--- config.mk ---
export PLATFORM = sky130hd
export DESIGN_NAME = spi_seq_ctrl
export DESIGN_NICKNAME = d
export VERILOG_FILES = /design/src/rtl/spi_seq_ctrl_pkg.sv /design/src/rtl/spi_seq_gap_timer.sv /design/src/rtl/spi_seq_ctrl.sv
export SDC_FILE = /design/constraint.sdc
export NUM_CORES = 1
export LEC_CHECK = 0
export CAP_MARGIN = 5
export CORE_ASPECT_RATIO = 0.6
export CORE_MARGIN = 5
export CORE_UTILIZATION = 30
export DETAILED_ROUTE_END_ITERATION = 12
export DONT_BUFFER_PORTS = 1
export HOLD_SLACK_MARGIN = 0.06
export PLACE_DENSITY = 0.49
export SYNTH_ARGS = -nofsm -noshare
export SYNTH_HDL_FRONTEND = slang
export SYNTH_HIERARCHICAL = 1
export SYNTH_SLANG_ARGS = --single-unit
--- constraint.sdc ---
create_clock -name clk -period 2.7 [get_ports clk]
set_input_delay 0.54 -clock clk [delete_from_list [all_inputs] [get_ports clk]]
set_output_delay 0.54 -clock clk [all_outputs]
set_load 0.01 [all_outputs]
--- src/rtl/spi_seq_ctrl_pkg.sv ---
// Shared definitions for the SPI command sequencer.
// Contents:
//   seq_state_e     sequencer FSM state encoding
//   TAG_*_LSB       bit offsets of the fields in a readout FIFO word
//   pack_fifo_word  builds {frame[7:0], idx[7:0], rx[15:0]} for the readout FIFO
package spi_seq_ctrl_pkg;

   typedef enum logic [2:0] {
      ST_IDLE  = 3'd0,
      ST_FETCH = 3'd1,
      ST_ISSUE = 3'd2,
      ST_WAIT  = 3'd3,
      ST_PUSH  = 3'd4,
      ST_GAP   = 3'd5
   } seq_state_e;

   localparam int TAG_RX_LSB    = 0;
   localparam int TAG_IDX_LSB   = 16;
   localparam int TAG_FRAME_LSB = 24;

   function automatic logic [31:0] pack_fifo_word(input logic [7:0]  frame,
                                                  input logic [7:0]  idx,
                                                  input logic [15:0] rx);
      logic [31:0] word_s;
      word_s = 32'd0;
      word_s[TAG_FRAME_LSB +: 8] = frame;
      word_s[TAG_IDX_LSB   +: 8] = idx;
      word_s[TAG_RX_LSB    +: 16] = rx;
      return word_s;
   endfunction

endpackage

--- src/rtl/spi_seq_gap_timer.sv ---
// Load / countdown / expire timer used to pace the sequencer.
// Ports:
//   clk, reset  system clock, asynchronous active-high reset
//   load        arms the timer with load_val (takes priority over counting)
//   load_val    cycles-1 to wait; expired is high for one cycle after load_val+1 cycles
//   expired     high on the last cycle of the programmed interval
module spi_seq_gap_timer #(
   parameter int CNT_W = 2
) (
   input  logic             clk,
   input  logic             reset,
   input  logic             load,
   input  logic [CNT_W-1:0] load_val,
   output logic             expired
);

   logic [CNT_W-1:0] cnt_r;
   logic             active_r;

   // Countdown: load arms the timer, it disarms itself on the cycle it expires.
   always_ff @(posedge clk or posedge reset) begin
      if (reset) begin
         cnt_r    <= {CNT_W{1'b0}};
         active_r <= 1'b0;
      end else if (load) begin
         cnt_r    <= load_val;
         active_r <= 1'b1;
      end else if (active_r) begin
         if (cnt_r == {CNT_W{1'b0}}) begin
            active_r <= 1'b0;
         end else begin
            cnt_r <= cnt_r - CNT_W'(1);
         end
      end
   end

   assign expired = active_r && (cnt_r == {CNT_W{1'b0}});

endmodule

--- src/rtl/spi_seq_ctrl.sv ---
// Command sequencer between host triggers and the SPI sensor master.
// Walks command RAM entries 0..cmd_last, runs one SPI transfer per entry and
// pushes each tagged MISO word into the readout FIFO. Single-frame or looping.
// Ports:
//   clk, reset              system clock, asynchronous active-high reset
//   start_trig, stop_trig   1-cycle trigger pulses (stop is graceful)
//   continuous, cmd_last    mode and last command index, latched at start
//   cmd_addr / cmd_data     command RAM read port (1-cycle read latency)
//   spi_start/spi_tx        launch a transfer; spi_busy/spi_done/spi_rx from master
//   fifo_din/fifo_wr_en     readout FIFO write port; fifo_full never stalls us
//   busy, frame_cnt, overflow  status
module spi_seq_ctrl
   import spi_seq_ctrl_pkg::*;
#(
   parameter int DATA_W     = 16,
   parameter int CMD_ADDR_W = 6,
   parameter int GAP_CYCLES = 4
) (
   input  logic                  clk,
   input  logic                  reset,
   input  logic                  start_trig,
   input  logic                  stop_trig,
   input  logic                  continuous,
   input  logic [CMD_ADDR_W-1:0] cmd_last,
   output logic [CMD_ADDR_W-1:0] cmd_addr,
   input  logic [DATA_W-1:0]     cmd_data,
   output logic                  spi_start,
   output logic [DATA_W-1:0]     spi_tx,
   input  logic                  spi_busy,
   input  logic                  spi_done,
   input  logic [DATA_W-1:0]     spi_rx,
   output logic [31:0]           fifo_din,
   output logic                  fifo_wr_en,
   input  logic                  fifo_full,
   output logic                  busy,
   output logic [15:0]           frame_cnt,
   output logic                  overflow
);

   localparam int GAP_W = (GAP_CYCLES > 1) ? $clog2(GAP_CYCLES) : 1;
   localparam logic [GAP_W-1:0] GAP_LOAD = GAP_W'(GAP_CYCLES - 1);

   seq_state_e            state_r;
   logic [CMD_ADDR_W-1:0] idx_r;
   logic [CMD_ADDR_W-1:0] last_r;
   logic [CMD_ADDR_W-1:0] cmd_addr_r;
   logic                  cont_r;
   logic                  stop_pend_r;
   logic                  spi_start_r;
   logic [DATA_W-1:0]     spi_tx_r;
   logic [31:0]           fifo_din_r;
   logic                  fifo_wr_en_r;
   logic                  busy_r;
   logic [15:0]           frame_cnt_r;
   logic                  overflow_r;
   logic                  gap_load_s;
   logic                  gap_expired_s;

   // Arm the gap timer during the single PUSH cycle so GAP lasts GAP_CYCLES clocks.
   always_comb begin
      gap_load_s = 1'b0;
      if (state_r == ST_PUSH) begin
         gap_load_s = 1'b1;
      end else begin
         gap_load_s = 1'b0;
      end
   end

   spi_seq_gap_timer #(
      .CNT_W (GAP_W)
   ) u_gap_timer (
      .clk      (clk),
      .reset    (reset),
      .load     (gap_load_s),
      .load_val (GAP_LOAD),
      .expired  (gap_expired_s)
   );

   // Sequencer FSM with its idx / frame counters and all registered outputs.
   always_ff @(posedge clk or posedge reset) begin
      if (reset) begin
         state_r      <= ST_IDLE;
         idx_r        <= {CMD_ADDR_W{1'b0}};
         last_r       <= {CMD_ADDR_W{1'b0}};
         cmd_addr_r   <= {CMD_ADDR_W{1'b0}};
         cont_r       <= 1'b0;
         stop_pend_r  <= 1'b0;
         spi_start_r  <= 1'b0;
         spi_tx_r     <= {DATA_W{1'b0}};
         fifo_din_r   <= 32'd0;
         fifo_wr_en_r <= 1'b0;
         busy_r       <= 1'b0;
         frame_cnt_r  <= 16'd0;
         overflow_r   <= 1'b0;
      end else begin
         spi_start_r  <= 1'b0;
         fifo_wr_en_r <= 1'b0;
         // A stop while running is only remembered; it is acted on at the end of GAP.
         if (stop_trig && (state_r != ST_IDLE)) begin
            stop_pend_r <= 1'b1;
         end
         case (state_r)
            ST_IDLE: begin
               stop_pend_r <= 1'b0;
               if (start_trig && !stop_trig) begin
                  last_r      <= cmd_last;
                  cont_r      <= continuous;
                  idx_r       <= {CMD_ADDR_W{1'b0}};
                  cmd_addr_r  <= {CMD_ADDR_W{1'b0}};
                  frame_cnt_r <= 16'd0;
                  overflow_r  <= 1'b0;
                  busy_r      <= 1'b1;
                  state_r     <= ST_FETCH;
               end
            end
            ST_FETCH: begin
               state_r <= ST_ISSUE;
            end
            ST_ISSUE: begin
               // RAM data is valid here; keep sampling it until the master is free.
               spi_tx_r <= cmd_data;
               if (!spi_busy) begin
                  spi_start_r <= 1'b1;
                  state_r     <= ST_WAIT;
               end
            end
            ST_WAIT: begin
               // The write strobe is registered here so it is presented during PUSH.
               if (spi_done) begin
                  state_r <= ST_PUSH;
                  if (!fifo_full) begin
                     fifo_wr_en_r <= 1'b1;
                     fifo_din_r   <= pack_fifo_word(frame_cnt_r[7:0], 8'(idx_r), spi_rx[15:0]);
                  end else begin
                     overflow_r <= 1'b1;
                  end
               end
            end
            ST_PUSH: begin
               state_r <= ST_GAP;
            end
            ST_GAP: begin
               if (gap_expired_s) begin
                  if (stop_pend_r || stop_trig) begin
                     stop_pend_r <= 1'b0;
                     busy_r      <= 1'b0;
                     state_r     <= ST_IDLE;
                  end else if (idx_r < last_r) begin
                     idx_r      <= idx_r + CMD_ADDR_W'(1);
                     cmd_addr_r <= idx_r + CMD_ADDR_W'(1);
                     state_r    <= ST_FETCH;
                  end else begin
                     frame_cnt_r <= frame_cnt_r + 16'd1;
                     if (cont_r) begin
                        idx_r      <= {CMD_ADDR_W{1'b0}};
                        cmd_addr_r <= {CMD_ADDR_W{1'b0}};
                        state_r    <= ST_FETCH;
                     end else begin
                        busy_r  <= 1'b0;
                        state_r <= ST_IDLE;
                     end
                  end
               end
            end
            default: begin
               busy_r      <= 1'b0;
               stop_pend_r <= 1'b0;
               state_r     <= ST_IDLE;
            end
         endcase
      end
   end

   assign cmd_addr   = cmd_addr_r;
   assign spi_start  = spi_start_r;
   assign spi_tx     = spi_tx_r;
   assign fifo_din   = fifo_din_r;
   assign fifo_wr_en = fifo_wr_en_r;
   assign busy       = busy_r;
   assign frame_cnt  = frame_cnt_r;
   assign overflow   = overflow_r;

endmodule

==> flow_summary.ini, run 1 <==
[global_routing]
grt_pass1_vias = 2819
grt_pass1_wl_mm = 16.4
grt_usage = 0.132
grt.overflow.total = 0
grtUsageMet1 = 0.182
busiest_layer = met1
grtUsageMet3 = 0.0745
grt_max_degree = 43
grt_use_met2 = 0.176
antenna_found_initial = 0

[floorplanning]
pin_count = 120
num_rows = 32
die_width_um = 159
core_um2 = 12900
initial_core_util = 0.308
die-area_um2 = 15800
die_height_um = 99.3

[clock_network]
numCtsBuffers = 9
cts_sinks = 86
root_buffer = clkbuf_16
cts_tree = yes
cts.repair.resized = 0
cts.reportedPaths.clkPinSlew_ps = 70
clock_path_buffers = 2
ctsHoldBuffers = 1
htreeDepth = 3
insertion_delay_ps = 340
post_cts_buffers = 0

[power_and_ir_drop]
p_leak_nw = 1.95
p_clk_frac = 0.234
p_total_w = 0.00511
sw_frac_of_total = 0.385
ir_drop_v = 0.000441
p_int_w = 0.00314
p_comb_frac = 0.274
pwr-share-seq = 0.492
p_per_area_nw_per_um2 = 1140
p_sw_w = 0.00197

[routing]
via_per_inst = 5.13
wl_per_cell_um = 19.2
detail-route-antenna-nets = 0
num_vias = 2699
drt_pass1_iterations = 4
drt_first_iter_violations = 130
drc_errors = 0
wl_mm = 10.1

[logic_synthesis]
synth_edf_count = 0
synthArstFlopShare = 1.00
syn_area_per_cell_um2 = 11.6
synth-seq-cells = 86
yosysWarnings = 6
yosysTopAreaCell = dfrtp_1
synth.top_cell.area_share = 0.540
synth_commonest_cells = 86 x dfrtp_1, 49 x mux2_2, 25 x nand2_1
syn-cell-area_um2 = 3980
syn_inst = 344
ys_seq_area_frac = 0.540
synth_area_leaders = dfrtp_1 54%, mux2_2 14%, o31ai_1 4.3%
yosysMostFrequentCell = dfrtp_1
synth_flop_cell = dfrtp_1
ys_types = 56

[final_layout]
design_area_um2 = 4500
area_growth_syn_to_layout_pct = 12.9
regArea_um2 = 2150
fin_util = 0.348
fillers = 1278
diodes = 0
drive_gt1_frac = 0.247
multiInputGateArea_um2 = 1670
final_nets = 405

[worst_setup_path]
reg2reg_setup_slack_ps = 490
endpoint_kind = register
worstPathRequired_ps = 2920
crit_arrival_ps = 2430
cp_max_fo = 13
cp-start-kind = register
worstSetupPathType = reg -> reg

[place]
place_ws_ps = 495
placed_cell_area_um2 = 4210
place.port_buffers = 0
gp_congestion = 0.756
dp_hpwl_mm = 7.24

[sta]
worstMarginPinSlew_ps = 732
slew_headroom = 0.511
fmax_ghz = 0.453
clock_skew_ps = 6.51
fin_setup_tns_ps = 0
fin_crit_sh = 0.818
min_period_ps = 2210
rsz0062_at_grt = false
hold_violations = 0
setup_slack_ps = 492
setup_violations = 0
drv_slew = 0

[run]
maxCapViolCount = 0

[outcome]
outcome = complete, no violations

[min_path]
min_path_type = in -> async
## worst max-delay path: stages (launching register included)
cell and delay (ps):
dfrtp_1 390, inv_1 60, ha_1 180, and2_2 170, and4b_1 180, o21ai_1 90
nor2_1 210, nand2b_1 350, o41ai_1 450
## cell families (layout without fill, tap and decap cells)
group / after synthesis / count (layout) / share of synthesized area
multiplexers: 50 / 50 / 0.141
AND/OR/NAND/NOR: 87 / 87 / 0.120
other: 2 / 4 / 0.00189
adder cells (fa/ha/maj): 8 / 8 / 0.0251
AO/OA/AOI/OAI: 74 / 74 / 0.129
flip-flops: 86 / 86 / 0.540
buffers and inverters: 37 / 47 / 0.0430
## power by group through the flow
stage                     Combinational [W]  Clock (W)  Sequential, W
after floorplan                     0.00118          0        0.00233
after global routing                0.00159    0.00130        0.00262
after global placement              0.00138          0        0.00256
after detailed placement            0.00142          0        0.00254
final                               0.00140    0.00119        0.00252
after CTS                           0.00142    0.00125        0.00254
## flip-flops by register name, indices dropped and copies added (netlist names), 2 cells and up
signal             cells
spi_tx                16
fifo_din              30
frame_cnt             16
state_r                3
u_gap_timer/cnt_r      2
last_r                 6
cmd_addr               6
## layout by cell type (no fill, tap or decap), types with 8 or more instances in the layout
cell        n
nand2_1    25
nor2_1     10
nor3_1      8
inv_1      17
o31ai_1    23
ha_1        8
dfrtp_1    86
mux2_2     49
clkbuf_16   9
buf_4      11
o21ai_0    15
a21oi_1     9
## per-stage QoR
| step | cells | hold slack, ps |
|---|---|---|
| 2_1_floorplan | 346 | 294 |
| 3_3_place_gp | 509 | 308 |
| 3_5_place_dp | 509 | 314 |
| 4_1_cts | 526 | 190 |
| 5_1_grt | 526 | 243 |
| 6_report | 526 | 178 |
## worst paths after layout
| kind | start | to | cells after the start |
|---|---|---|---|
| worst max-delay path | u_gap_timer/cnt_r[0] | frame_cnt[5] | 8 |
| worst min-delay path | reset | spi_tx[2] | 1 |
| worst max register to register | u_gap_timer/cnt_r[0] | frame_cnt[5] | 8 |
| worst min register to register | last_r[0] | last_r[0] | 2 |
| max in group asynchronous | reset | cmd_addr[5] | 2 |
| min in group clk | spi_busy | spi_start | 1 |
## routing by layer
layer | part of all wire | routed length [µm]
met1 | 0.47 | 4780
met4 | 0.012 | 123
met2 | 0.40 | 4050
met3 | 0.11 | 1150
met5 | 0 | 0
## layout make-up
class / instances / area share
clock inverters: 6 / 0.0120
inverters: 18 / 0.0153
clock buffers: 10 / 0.0509
flip-flops and latches: 86 / 0.478
repair buffers: 13 / 0.0250
well taps: 170 / 0.0473
multi-input cells: 223 / 0.371
No activity file was read; power rests on OpenSTA's default activity.
==> run 2, diff against run 1 <==
Settings changed: ABC_AREA from default to 1.
Clock period 2.7 ns to 2 ns, I/O delays scaled along.
==> run 2 against run 1 <==
Against the previous run: global-route usage barely moved; sequential power rose by 16%; hold slack got worse by 53 ps; combinational power rose by 11%; wire length rose by 5.0%; clock skew barely moved; first-iteration DRC count rose by 19%; highest routed layer unchanged.
==> flow_summary.ini, run 2 <==
[floorplanning]
pin_count = 120
die-area_um2 = 16500
num_rows = 33
initial_core_util = 0.306
die_width_um = 162
core_um2 = 13600
die_height_um = 101

[min_path]
min_path_type = in -> reg
hold_depth = 1
min_to = spi_start
hold_start = spi_busy

[logic_synthesis]
synth_commonest_cells = 229 x nand2_1, 86 x dfrtp_1, 38 x inv_1
synth_edf_count = 0
yosysMostFrequentCell = nand2_1
ys_seq_area_frac = 0.515
synth_area_leaders = dfrtp_1 52%, nand2_1 21%, nand3_1 3.6%
yosysWarnings = 6
synth.top_cell.area_share = 0.515
syn-cell-area_um2 = 4180
synth_flop_cell = dfrtp_1
syn_inst = 530
synth-seq-cells = 86
syn_area_per_cell_um2 = 7.88
synthArstFlopShare = 1.00
ys_types = 34
yosysTopAreaCell = dfrtp_1

[global_routing]
grt_pass1_vias = 3328
grt_max_degree = 39
grt.overflow.total = 0
grt_usage = 0.132
antenna_found_initial = 0
grt_pass1_wl_mm = 17.2

[power_and_ir_drop]
p_int_w = 0.00397
p_clk_frac = 0.292
p_per_area_nw_per_um2 = 1310
p_leak_nw = 2.41
p_total_w = 0.00632
ir_drop_v = 0.000578
p_comb_frac = 0.246
sw_frac_of_total = 0.372
pwr-share-seq = 0.462
p_sw_w = 0.00235

[worst_setup_path]
rr_worst_depth = 9
cp_max_fo = 6
r2r_start = cmd_addr[5]
r2r-end = cmd_addr[4]
cp-start-kind = register
worstPathRequired_ps = 2220
critPathSlowestCell = dfrtp_1
reg2reg_setup_slack_ps = 210
path_cells = ha_1 > nand2_1 > inv_1 > a21oi_1 > nand2_1 > nand3_1 > nand2_1 > nand2_1 > nand2_1
crit_arrival_ps = 2000
cpMostUsedCell = nand2_1
worstSetupPathType = reg -> reg
slowest_delay_ps = 380
endpoint_kind = register

[final_layout]
regArea_um2 = 2150
diodes = 0
fin_util = 0.353
final_nets = 600
drive_gt1_frac = 0.109
mostFrequentLayoutCells = 229 x nand2_1, 86 x dfrtp_1, 37 x inv_1, 37 x nor2_1, 30 x nand3_1
largest_reg_flops = 30
multiInputGateArea_um2 = 1750
fillers = 1406
final_common_cell = nand2_1
area_growth_syn_to_layout_pct = 15.3

[sta]
fin_setup_tns_ps = 0
drv_slew = 0
min_period_ps = 1790
fmax_ghz = 0.560
worstMarginPinSlew_ps = 675
clock_skew_ps = 6.10
fin_crit_sh = 0.893
setup_violations = 0
hold_violations = 0
slew_headroom = 0.550
rsz0062_at_grt = false

[outcome]
outcome = complete, no violations

[routing]
wl_per_cell_um = 14.6
via_per_inst = 4.60
drt_first_iter_violations = 155
wl_mm = 10.6
top_layer = met4
detail-route-antenna-nets = 0
met2_length_mm = 4.35
num_vias = 3340
dr_wl_met3_mm = 1.13
drt_pass1_iterations = 4
met1Wirelength_mm = 5.07
drc_errors = 0

[place]
place.port_buffers = 0
dp_hpwl_mm = 7.93
gp_congestion = 0.832

[clock_network]
cts.reportedPaths.clkPinSlew_ps = 70
htreeDepth = 3
cts_tree = yes
insertion_delay_ps = 330
root_buffer = clkbuf_16
numCtsBuffers = 9
cts_sinks = 86
cts.repair.resized = 0
clock_path_buffers = 2

[run]
maxCapViolCount = 0
-- run 2: worst max-delay path by stage --
stage	startpoint	to	slack [ps]	depth (start not counted)
6_report	cmd_addr[5]	cmd_addr[4]	210	9
5_1_grt	last_r[3]	cmd_addr[4]	10	10
4_1_cts	cmd_addr[5]	cmd_addr[4]	220	9
3_5_place_dp	cmd_addr[5]	cmd_addr[4]	230	9
3_3_place_gp	cmd_addr[5]	cmd_addr[5]	280	9
2_1_floorplan	cmd_addr[5]	cmd_addr[3]	240	9
-- run 2: cell type report --
type                       count  area share
clock buffer                  10      0.0497
clock inverter                 6      0.0195
inverter                      48      0.0387
multi-input combinational    382       0.364
sequential                    86       0.447
tap                          175      0.0455
timing repair buffer          19      0.0354
-- run 2: timing repair --
| action | CTS | global route |
|---|---|---|
| endpoints found under the hold margin | 22 | 0 |
| hold buffers | 1 | 0 |
| buffers inserted | 0 | 0 |
-- run 2: critical path, delay by kind of cell (launching register included) --
kind                       cells  cell delay [ps]
and+or+nand+nor                6              720
DFF                            1              380
adders and majority gates      1              310
AOI/OAI and AO/OA              1              220
buffers and inverters          1               40
-- run 2: cell families (layout without fill, tap and decap cells) --
kind of cell	count (synthesis)	after routing	share of synthesized area
multiplexers	1	1	0.00270
other	2	4	0.00180
XOR/XNOR	5	5	0.0105
adder cells (fa/ha/maj)	8	8	0.0240
flip-flops	86	86	0.515
AO/OA/AOI/OAI	40	40	0.0503
AND/OR/NAND/NOR	324	324	0.327
buffers and inverters	64	83	0.0683
-- run 2: power by group through the flow --
stage / registers [W] / clock network [W] / logic, W
after floorplan: 0.00281 / 0 / 0.00126
after global placement: 0.00295 / 0 / 0.00152
after detailed placement: 0.00295 / 0 / 0.00159
after CTS: 0.00293 / 0.00191 / 0.00159
after global routing: 0.00300 / 0.00199 / 0.00183
final: 0.00292 / 0.00185 / 0.00155
-- run 2: layer usage --
layer,up-vias,global-route usage
li1,1691,-
met1,1520,0.181
met2,122,0.195
met3,7,0.0565
met4,0,0.0286
met5,-,0
-- run 2: through the flow --
step                instance area [µm²]  setup slack, ps  hold WS, ps  std cells
floorplan                          4190              238          154        532
global placement                   4470              283          169        709
detailed placement                 4470              231          168        709
CTS                                4810              216          106        726
global route                       4810             11.4          106        726
finish                             4810              215          125        726
==> run 3, diff against run 2 <==
Settings changed: CAP_MARGIN 5 to default, SKIP_CTS_REPAIR_TIMING from default to 1, SYNTH_HIERARCHICAL 1 to default.
==> run 3 against run 2 <==
Against the previous run: clock skew grew 2.6 ps; combinational power grew 8%; flip-flop and latch count is the same; via count shrank 1.2%; critical path depth is the same; clock power is essentially flat; maximum frequency grew 0.39%; sequential share of layout area shrank 0.78 points; critical path type unchanged; critical endpoint is now frame_cnt[6]; largest power group unchanged.
==> flow_summary.ini, run 3 <==
[final_layout]
fin_util = 0.356
diodes = 0
design_area_um2 = 4900
final_nets = 593
final_common_cell = nand2_1
mostFrequentLayoutCells = 224 x nand2_1, 86 x dfrtp_1, 41 x nor2_1
drive_gt1_frac = 0.138
area_growth_syn_to_layout_pct = 15.6
largest_reg_flops = 30

[power_and_ir_drop]
p_clk_frac = 0.288
ir_drop_v = 0.000524
p_total_w = 0.00634
pwr-share-seq = 0.447
p_comb_frac = 0.265
p_leak_nw = 2.46
sw_frac_of_total = 0.372
p_sw_w = 0.00236
p_int_w = 0.00398
p_per_area_nw_per_um2 = 1290

[sta]
fmax_ghz = 0.562
slew_headroom = 0.559
worstMarginPinSlew_ps = 661
min_period_ps = 1780
clock_skew_ps = 8.68
rsz0062_at_grt = false
setup_violations = 0
hold_violations = 0
fin_crit_sh = 0.889
fin_setup_tns_ps = 0
drv_slew = 0
setup_slack_ps = 222

[clock_network]
cts_tree = yes
cts_sinks = 86
insertion_delay_ps = 340
htreeDepth = 3
clock_path_buffers = 2
cts.reportedPaths.clkPinSlew_ps = 60
root_buffer = clkbuf_16
numCtsBuffers = 9

[place]
place_ws_ps = 107
gp_congestion = 0.796
dp_hpwl_mm = 8.23
place.port_buffers = 0
placed_cell_area_um2 = 4560

[logic_synthesis]
synth_commonest_cells = 224 x nand2_1, 86 x dfrtp_1, 41 x nor2_1
yosysWarnings = 0
synthArstFlopShare = 1.00
synth.top_cell.area_share = 0.508
synth_edf_count = 0
synth_area_leaders = dfrtp_1 51%, nand2_1 20%, nor2_1 3.6%
synth-seq-cells = 86
syn_area_per_cell_um2 = 8.10
synth_flop_cell = dfrtp_1
ys_seq_area_frac = 0.508
syn-cell-area_um2 = 4240
syn_inst = 523
yosysMostFrequentCell = nand2_1
ys_types = 34
yosysTopAreaCell = dfrtp_1

[floorplanning]
die-area_um2 = 16700
die_height_um = 102
num_rows = 33
initial_core_util = 0.308
die_width_um = 163
core_um2 = 13700
pin_count = 120

[worst_setup_path]
critPathSlowestCell = dfrtp_1
cp-start-kind = register
path_delay_family = simple AND/OR/NAND/NOR gates
crit_arrival_ps = 2040
cp_max_fo = 21
path_cells = ha_1 > nand2_1 > inv_1 > a21oi_2 > nand3_1 > nand2_4 > buf_12 > nand2_1 > o21ai_2
r2r_start = cmd_addr[5]
slowest_delay_ps = 380
worstSetupPathType = reg -> reg
cpMostUsedCell = nand2_1
critical_path.startpoint = cmd_addr[5]
worstPathRequired_ps = 2270
endpoint_kind = register
path_buf_inv = 2

[routing]
num_vias = 3300
wl_per_cell_um = 14.8
drc_errors = 0
drt_pass1_iterations = 4
detail-route-antenna-nets = 0
drt_first_iter_violations = 219
wl_mm = 10.9
via_per_inst = 4.48

[min_path]
hold_start = spi_busy
min_path_type = in -> reg

[outcome]
outcome = complete, no violations

[global_routing]
antenna_found_initial = 0
grt_max_degree = 41
grt_usage = 0.136
grt_pass1_vias = 3442
grt.overflow.total = 0
grt_pass1_wl_mm = 17.9

[run]
maxCapViolCount = 0
==> run 3: cell count changes in the layout (fill, tap and decap cells not counted), moves of 3 or more <==
cell	before	now
o21ai_2	0	13
nand2_1	229	224
inv_2	9	5
o21ai_1	22	7
xor2_1	4	7
nor2_4	0	3
nor2_1	37	41
==> run 3: stage by stage <==
stage | instances | hold slack [ps]
6_report | 736 | 125
5_1_grt | 736 | 103
4_1_cts | 735 | -80.6
3_5_place_dp | 719 | 287
3_3_place_gp | 719 | 285
2_1_floorplan | 524 | 465
==> run 3: area by class of cell <==
| type | instances | area, µm² |
|---|---|---|
| well taps | 192 | 240 |
| flip-flops and latches | 86 | 2150 |
| inverters | 47 | 190 |
| clock inverters | 6 | 85.1 |
| multi-input cells | 376 | 1810 |
| repair buffers | 19 | 183 |
| fillers | 1475 | 8850 |
| clock buffers | 10 | 239 |
==> run 3: layer usage <==
metal,part of all wire,routed length [µm],global-route usage,vias up
met3,0.11,1150,0.0593,8
met2,0.41,4490,0.204,99
met1,0.48,5170,0.186,1534
li1,-,-,-,1659
met4,0.0068,74,0.0271,0
met5,0,0,0,-
==> run 3: power groups by stage <==
stage	Sequential, W	Combinational, W	Clock (W)
2_1_floorplan	0.00279	0.00130	0
3_3_place_gp	0.00287	0.00164	0
3_5_place_dp	0.00288	0.00171	0
4_1_cts	0.00285	0.00171	0.00189
5_1_grt	0.00291	0.00196	0.00196
6_report	0.00283	0.00168	0.00183
==> run 3: path summary, 6_finish.rpt <==
check,endpoint,slack (ps),depth (start not counted)
worst min register to register,u_gap_timer.cnt_r[0],500,2
max in group asynchronous,last_r[4],920,3
worst max-delay path,frame_cnt[6],220,9
worst max register to register,frame_cnt[6],220,9
worst min-delay path,spi_start,130,1
min in group asynchronous,fifo_din[2],540,2
==> run 3: cells by family (layout without fill, tap and decap cells) <==
| group | Yosys count | count (layout) | share of synthesized area |
|---|---|---|---|
| simple gates | 323 | 323 | 0.328 |
| flops | 86 | 86 | 0.508 |
| buf+inv | 62 | 82 | 0.0670 |
| compound gates | 35 | 35 | 0.0549 |
| fa+ha+maj | 8 | 8 | 0.0236 |
| xor+xnor | 7 | 7 | 0.0145 |
| other cells | 1 | 2 | 0.000885 |
| mux | 1 | 1 | 0.00266 |
